`src/rtl/dual_channel_sampler_pkg.sv`:
```
// Shared definitions for the dual-channel pulse sampler.
// These are the state encoding and the default count and window widths.
package dual_channel_sampler_pkg;

  localparam int CW_DEFAULT = 8;
  localparam int PW_DEFAULT = 16;

  typedef enum logic [1:0] {
    IDLE     = 2'd0,
    ARM      = 2'd1,
    COUNT    = 2'd2,
    OVERFLOW = 2'd3
  } state_t;

endpackage

```
`src/rtl/dual_channel_sampler_if.sv`:
```
// Control, detector, FIFO-write and status bundle of the dual-channel sampler.
// master = main control / FIFO side, slave = sampler.
interface dual_channel_sampler_if import dual_channel_sampler_pkg::*; #(
  parameter int CW = CW_DEFAULT,
  parameter int PW = PW_DEFAULT
) ();

  logic          start;
  logic          stop;
  logic          fifo_rst;
  logic [PW-1:0] period;
  logic          pulse_1;
  logic          pulse_2;
  logic          full_1;
  logic          full_2;
  logic [CW-1:0] din_1;
  logic [CW-1:0] din_2;
  logic          wr_1;
  logic          wr_2;
  logic          busy;
  logic          overflow;

  modport master (
    output start, stop, fifo_rst, period, pulse_1, pulse_2, full_1, full_2,
    input  din_1, din_2, wr_1, wr_2, busy, overflow
  );

  modport slave (
    input  start, stop, fifo_rst, period, pulse_1, pulse_2, full_1, full_2,
    output din_1, din_2, wr_1, wr_2, busy, overflow
  );

endinterface

```
`src/rtl/dual_channel_sampler_edge_counter.sv`:
```
// Per-channel rising-edge counter with clear and a count-in-progress sum output.
// With SAMPLER_SATURATE_EN defined the count saturates at all-ones, otherwise it wraps.
module dual_channel_sampler_edge_counter import dual_channel_sampler_pkg::*; #(
  parameter int CW = CW_DEFAULT
) (
  input  logic          clk,
  input  logic          rst,
  input  logic          pulse,
  input  logic          clear,
  input  logic          count_en,
  output logic [CW-1:0] sum
);

  logic          pulse_q;
  logic          edge_hit;
  logic [CW-1:0] count;

  // pulse_q tracks the line in every state so a line already high at start is not an edge
  always_ff @(posedge clk) begin
    if (rst) begin
      pulse_q <= 1'b0;
    end else begin
      pulse_q <= pulse;
    end
  end

  assign edge_hit = pulse & ~pulse_q;

`ifdef SAMPLER_SATURATE_EN
  always_comb begin
    sum = count;
    if (edge_hit && (count != {CW{1'b1}})) begin
      sum = count + CW'(1);
    end
  end
`else
  always_comb begin
    sum = count + CW'(edge_hit);
  end
`endif

  // sum includes this cycle's edge, so clearing here still lets the caller capture it
  always_ff @(posedge clk) begin
    if (rst) begin
      count <= '0;
    end else if (clear) begin
      count <= '0;
    end else if (count_en) begin
      count <= sum;
    end
  end

endmodule

```
`src/rtl/dual_channel_sampler.sv`:
```
// Dual-channel pulse sampler that writes aligned per-window edge counts into two FIFOs.
// The optional SAMPLER_SATURATE_EN build makes the per-window counts saturate instead of wrap.
module dual_channel_sampler import dual_channel_sampler_pkg::*; #(
  parameter int CW = CW_DEFAULT,
  parameter int PW = PW_DEFAULT
) (
  input logic                   clk,
  input logic                   rst,
  dual_channel_sampler_if.slave bus
);

  state_t        state;
  state_t        state_next;
  logic [PW-1:0] period_q;
  logic [PW-1:0] win_cnt;
  logic          terminal;
  logic          full_any;
  logic          abort;
  logic          write_go;
  logic          cnt_clear;
  logic          cnt_en;
  logic          busy_c;
  logic          overflow_c;
  logic [CW-1:0] sum_1;
  logic [CW-1:0] sum_2;
  logic [CW-1:0] din_1_q;
  logic [CW-1:0] din_2_q;
  logic          wr_q;

  assign terminal = (win_cnt == '0);
  assign full_any = bus.full_1 | bus.full_2;
  assign abort    = bus.fifo_rst | bus.stop;

  always_ff @(posedge clk) begin
    if (rst) begin
      state <= IDLE;
    end else begin
      state <= state_next;
    end
  end

  always_comb begin
    state_next = state;
    case (state)
      IDLE:     if (!abort && bus.start) state_next = ARM;
      ARM:      state_next = abort ? IDLE : COUNT;
      COUNT: begin
        if (abort) begin
          state_next = IDLE;
        end else if (terminal && full_any) begin
          state_next = OVERFLOW;
        end
      end
      OVERFLOW: state_next = OVERFLOW;
      default:  state_next = IDLE;
    endcase
  end

  // the terminal cycle both closes the window and restarts the counters, so no dead cycle
  always_comb begin
    busy_c     = 1'b0;
    overflow_c = 1'b0;
    write_go   = 1'b0;
    cnt_clear  = 1'b0;
    cnt_en     = 1'b0;
    case (state)
      ARM: begin
        busy_c    = 1'b1;
        cnt_clear = 1'b1;
      end
      COUNT: begin
        busy_c    = 1'b1;
        cnt_en    = 1'b1;
        cnt_clear = terminal;
        write_go  = terminal && !full_any && !abort;
      end
      OVERFLOW: overflow_c = 1'b1;
      default: ;
    endcase
  end

  always_ff @(posedge clk) begin
    if (rst) begin
      period_q <= '0;
      win_cnt  <= '0;
    end else begin
      if ((state == IDLE) && bus.start && !abort) begin
        period_q <= (bus.period == '0) ? PW'(1) : bus.period;
      end
      if (state == ARM) begin
        win_cnt <= period_q - PW'(1);
      end else if (state == COUNT) begin
        win_cnt <= terminal ? (period_q - PW'(1)) : (win_cnt - PW'(1));
      end
    end
  end

  dual_channel_sampler_edge_counter #(.CW(CW)) u_ch1 (
    .clk      (clk),
    .rst      (rst),
    .pulse    (bus.pulse_1),
    .clear    (cnt_clear),
    .count_en (cnt_en),
    .sum      (sum_1)
  );

  dual_channel_sampler_edge_counter #(.CW(CW)) u_ch2 (
    .clk      (clk),
    .rst      (rst),
    .pulse    (bus.pulse_2),
    .clear    (cnt_clear),
    .count_en (cnt_en),
    .sum      (sum_2)
  );

  // one shared write strobe keeps both FIFOs in lockstep
  always_ff @(posedge clk) begin
    if (rst) begin
      wr_q    <= 1'b0;
      din_1_q <= '0;
      din_2_q <= '0;
    end else begin
      wr_q <= write_go;
      if (write_go) begin
        din_1_q <= sum_1;
        din_2_q <= sum_2;
      end
    end
  end

  assign bus.din_1    = din_1_q;
  assign bus.din_2    = din_2_q;
  assign bus.wr_1     = wr_q;
  assign bus.wr_2     = wr_q;
  assign bus.busy     = busy_c;
  assign bus.overflow = overflow_c;

endmodule

```
`src/flat_wrapper.sv`:
```
// flat-port wrapper written by rule: the top's interface ports become plain ports
module dual_channel_sampler_flat import dual_channel_sampler_pkg::*;
#(
  parameter int CW = CW_DEFAULT,
  parameter int PW = PW_DEFAULT
)
  (clk, rst, bus_start, bus_stop, bus_fifo_rst, bus_period, bus_pulse_1, bus_pulse_2, bus_full_1, bus_full_2, bus_din_1, bus_din_2, bus_wr_1, bus_wr_2, bus_busy, bus_overflow);
  dual_channel_sampler_if #(.CW(CW), .PW(PW)) bus_i ();
  input logic clk;
  input logic rst;
  input wire logic [$bits(bus_i.start)-1:0] bus_start;
  input wire logic [$bits(bus_i.stop)-1:0] bus_stop;
  input wire logic [$bits(bus_i.fifo_rst)-1:0] bus_fifo_rst;
  input wire logic [$bits(bus_i.period)-1:0] bus_period;
  input wire logic [$bits(bus_i.pulse_1)-1:0] bus_pulse_1;
  input wire logic [$bits(bus_i.pulse_2)-1:0] bus_pulse_2;
  input wire logic [$bits(bus_i.full_1)-1:0] bus_full_1;
  input wire logic [$bits(bus_i.full_2)-1:0] bus_full_2;
  output wire logic [$bits(bus_i.din_1)-1:0] bus_din_1;
  output wire logic [$bits(bus_i.din_2)-1:0] bus_din_2;
  output wire logic [$bits(bus_i.wr_1)-1:0] bus_wr_1;
  output wire logic [$bits(bus_i.wr_2)-1:0] bus_wr_2;
  output wire logic [$bits(bus_i.busy)-1:0] bus_busy;
  output wire logic [$bits(bus_i.overflow)-1:0] bus_overflow;
  assign bus_i.start = bus_start;
  assign bus_i.stop = bus_stop;
  assign bus_i.fifo_rst = bus_fifo_rst;
  assign bus_i.period = bus_period;
  assign bus_i.pulse_1 = bus_pulse_1;
  assign bus_i.pulse_2 = bus_pulse_2;
  assign bus_i.full_1 = bus_full_1;
  assign bus_i.full_2 = bus_full_2;
  assign bus_din_1 = bus_i.din_1;
  assign bus_din_2 = bus_i.din_2;
  assign bus_wr_1 = bus_i.wr_1;
  assign bus_wr_2 = bus_i.wr_2;
  assign bus_busy = bus_i.busy;
  assign bus_overflow = bus_i.overflow;
  dual_channel_sampler #(.CW(CW), .PW(PW)) u_core (.clk(clk), .rst(rst), .bus(bus_i));
endmodule
```
`config.mk`:
```
export PLATFORM = sky130hd
export DESIGN_NAME = dual_channel_sampler_flat
export DESIGN_NICKNAME = d
export VERILOG_FILES = /design/src/rtl/dual_channel_sampler_pkg.sv /design/src/rtl/dual_channel_sampler_if.sv /design/src/rtl/dual_channel_sampler_edge_counter.sv /design/src/rtl/dual_channel_sampler.sv /design/src/flat_wrapper.sv
export SDC_FILE = /design/constraint.sdc
export NUM_CORES = 1
export LEC_CHECK = 0
export CELL_PAD_IN_SITES_DETAIL_PLACEMENT = 1
export CELL_PAD_IN_SITES_GLOBAL_PLACEMENT = 1
export CORE_MARGIN = 4
export CORE_UTILIZATION = 35
export CTS_CLUSTER_DIAMETER = 30
export DETAILED_ROUTE_END_ITERATION = 7
export PLACE_DENSITY = 0.73
export RECOVER_POWER = 25
export SETUP_SLACK_MARGIN = 0.4
export SLEW_MARGIN = 20
export SYNTH_ARGS = -nofsm -noshare
export SYNTH_HDL_FRONTEND = slang
export SYNTH_SLANG_ARGS = --single-unit
```
`constraint.sdc`:
```
create_clock -name clk -period 2.7 [get_ports clk]
set_input_delay 0.81 -clock clk [delete_from_list [all_inputs] [get_ports clk]]
set_output_delay 0.81 -clock clk [all_outputs]
set_load 0.1 [all_outputs]
```
==> results.md <==
- Outcome: finished clean
- Clk_lat worst skew: 350 ps
- Slowest stage delay, CP: 870 ps
- Mux share of post-synthesis cell area: 1.12%
- Synth Area in Compound Gates: 15.7%
- Initial Utilization: between 30% and 40%
- Ys flop type: dfxtp_1
- Simple logic cell fraction of the synthesized area: 27.8%
- Total core area: around 9900 um2
- Met2 wire length: 4670 um
- Worst-Margin Slew: about 1200 ps
- DR vias/cell: 5.27
- Net Count, Synth: around 490
- Routed wl met3: 337 um
- Syn avg cell area: between 7 and 8 um2
- Vias in the first global route: 3323
- 1st-iter DRT viols: 191
- Post-Syn Instances: 452
- Die Ht: ~110 um
- CP Launch Type: flop
- Yosys cell types: 50
- Antenna violations before repair: 0
- Crit Path Category: flop to output port
- Die area: 11900 um2
- Endpoint type of the worst setup path: output port
- H-tree Lvls: 3
- CP required: 1890 ps
- CP top delay family: buffers and inverters
- Top-area cell type share of the netlist area: 38.7%
- Max-cap violations: 0
- Largest net degree at the start of global routing: 24
- Max Fclk: about 0.42 GHz
- Synth area leader: dfxtp_1
- Worst path slowest cell: buf_1
- Antenna-violating nets left: 0
- Cell Area, Synth: 3570 um2
- TritonRoute pass-1 iters: 4
- Slew Viols, Final: 0
- FFs w/ async S/R, synth: 0%
- Wire length per cell: 15.6 um
- PortBufs: 44
- Final instance area: between 4000 and 5000 um2
- Largest family of logic cells by synthesized area: simple AND/OR/NAND/NOR gates
- Top routing layer in use: met4
- Leak: 1.62 nW
- Clock buffer count from CTS: 9
- Met1 wire length: ~4700 um
- Row cnt: 36
- I/O pin total: 45
- Post-synth EDFFs: 0
- Number of synthesized register bits: 69
- Clock slew at reported path FFs: 80 ps
- Placed Area: 4120 um2
- Yosys warnings: 0
- PD cells: 870 nW/um2
- Root Driver: clkbuf_8
- Most common cell after layout, fill and taps aside: nand2_1
- Max FO, Critical Path: 2
- CTS tree: built
- Commonest non-fill, non-tap cells in the layout: nand2_1, dfxtp_1, a21oi_1
- CP bufs+invs: 1
- RSZ-0062 raised after global routing: true
- Slew HR: roughly 22%
- Peak VDD IR: 0.477 mV
- Clk buf depth: 2
- Post-DP HPWL: 7080 um
- Final Skew: 16.0 ps
- Area grow syn2layout: 22.7%
- CTS Sinks: 69
- Hold Path Class: flop to flop
- Share of the yosys chip area belonging to registers: about two fifths
- Final period utilization: approximately 88%
- Finish-stage setup viols: 0
- GRT Resource Usage Total: around 17%
- Share of cells above drive strength 1: 12.0%
- Most area-consuming cells after synthesis: dfxtp_1, nand2_1, a21oi_1, xor2_1, ha_1
- CP Cell Sequence: buf_1
- GPL Wtd Cong: between 0.8 and 0.9
- Adder-cell area share of the yosys netlist: ~4.2%
- First-pass GRT wire length: roughly 16000 um
- DIE WIDTH: ~110 um
- Drc violations: 0
- Post-layout min period: 2370 ps
- Synth Area in XOR/XNOR: 8.34%
- Final Net Count: 530
- Ant diodes: 0
- Overall routed net length: 9860 um
- Critical Path AT: 1560 ps
- Final hold vios: 0
- Setup_tns: 0 ps
- Grt ovf: 0
- Via count: 3326
## final timing paths
check | startpoint | endpoint | slack [ps] | depth (start not counted)
setup / recovery | u_core.bus.din_2[2] | bus_din_2[2] | 330 | 1
hold reg to reg | u_core.bus.din_1[1] | u_core.bus.din_1[1] | 450 | 2
setup reg to reg | u_core.win_cnt[0] | u_core.state[1] | 370 | 7
hold / removal | u_core.bus.din_1[1] | u_core.bus.din_1[1] | 450 | 2
## state kept, by name, summed over array words and instances, names as in the netlist
name	count
u_core.u_ch2.pulse_q	1
u_core.win_cnt	16
u_core.period_q	16
u_core.bus.din_1	8
u_core.bus.wr_1	1
u_core.state	2
u_core.bus.din_2	8
u_core.u_ch2.count	8
u_core.u_ch1.count	8
u_core.u_ch1.pulse_q	1
## cells by family after synthesis
logic type,Yosys count
xor gates and xnor gates,34
and+or+nand+nor,202
DFF,69
muxes,4
adders and majority gates,12
buffers and inverters,38
AOI/OAI and AO/OA,93
## where the power goes
| part | switching [W] | total, W | internal [W] |
|---|---|---|---|
| clock | 0.000449 | 0.000984 | 0.000535 |
| combinational | 0.000943 | 0.00159 | 0.000646 |
| sequential | 0.000139 | 0.00124 | 0.00110 |
## Yosys cell counts, drive strengths merged (2+ instances only)
cell type and instances:
nor2b 4, or2 5, nor3 9, nand3 15, a21oi 46, inv 10
or4 6, o32ai 2, or3 5, xnor2 10, nand4 9, clkbuf 24
a31oi 2, xor2 24, nor4b 3, dfxtp 69, ha 12, o21ai 21
mux2i 4, or4b 2, and3 5, o31ai 3, o31a 2, buf 4
nand2 87, nor4 14, a32o 5, nor3b 6, nor2 31
## routing by layer
layer,global-route usage (%),vias up
li1,-,1672
met1,22.5,1588
met2,28.6,55
met3,3.14,11
met4,4.87,0
met5,0,-
## layout make-up
type	instances	area, um2
Fill cell	1187	5480
Multi-Input combinational cell	345	2130
Sequential cell	69	1380
Timing Repair Buffer	58	442
Tap cell	133	166
Clock buffer	9	124
Clock inverter	7	105
Inverter	10	37.5
## metrics by stage
step                      hold WS (ps)  instances  util [%]  power [W]  setup WS (ps)
final                              454        631      44.4    0.00382            330
after global routing               472        631      44.4    0.00408            267
after CTS                          457        630      44.3    0.00378            412
after detailed placement           447        614      41.8    0.00277           77.5
after global placement             439        614      41.8    0.00272            116
after floorplan                    441        452         -    0.00231            534
## timing repair
| item | in CTS | in global routing |
|---|---|---|
| resized for setup | 2 | 15 |
| endpoints found under the setup margin | 4 | 23 |
| hold buffers | 0 | 0 |
| buffers inserted | 0 | 1 |
| pin swaps | 0 | 2 |
No activity file was read; power rests on OpenSTA's default activity.
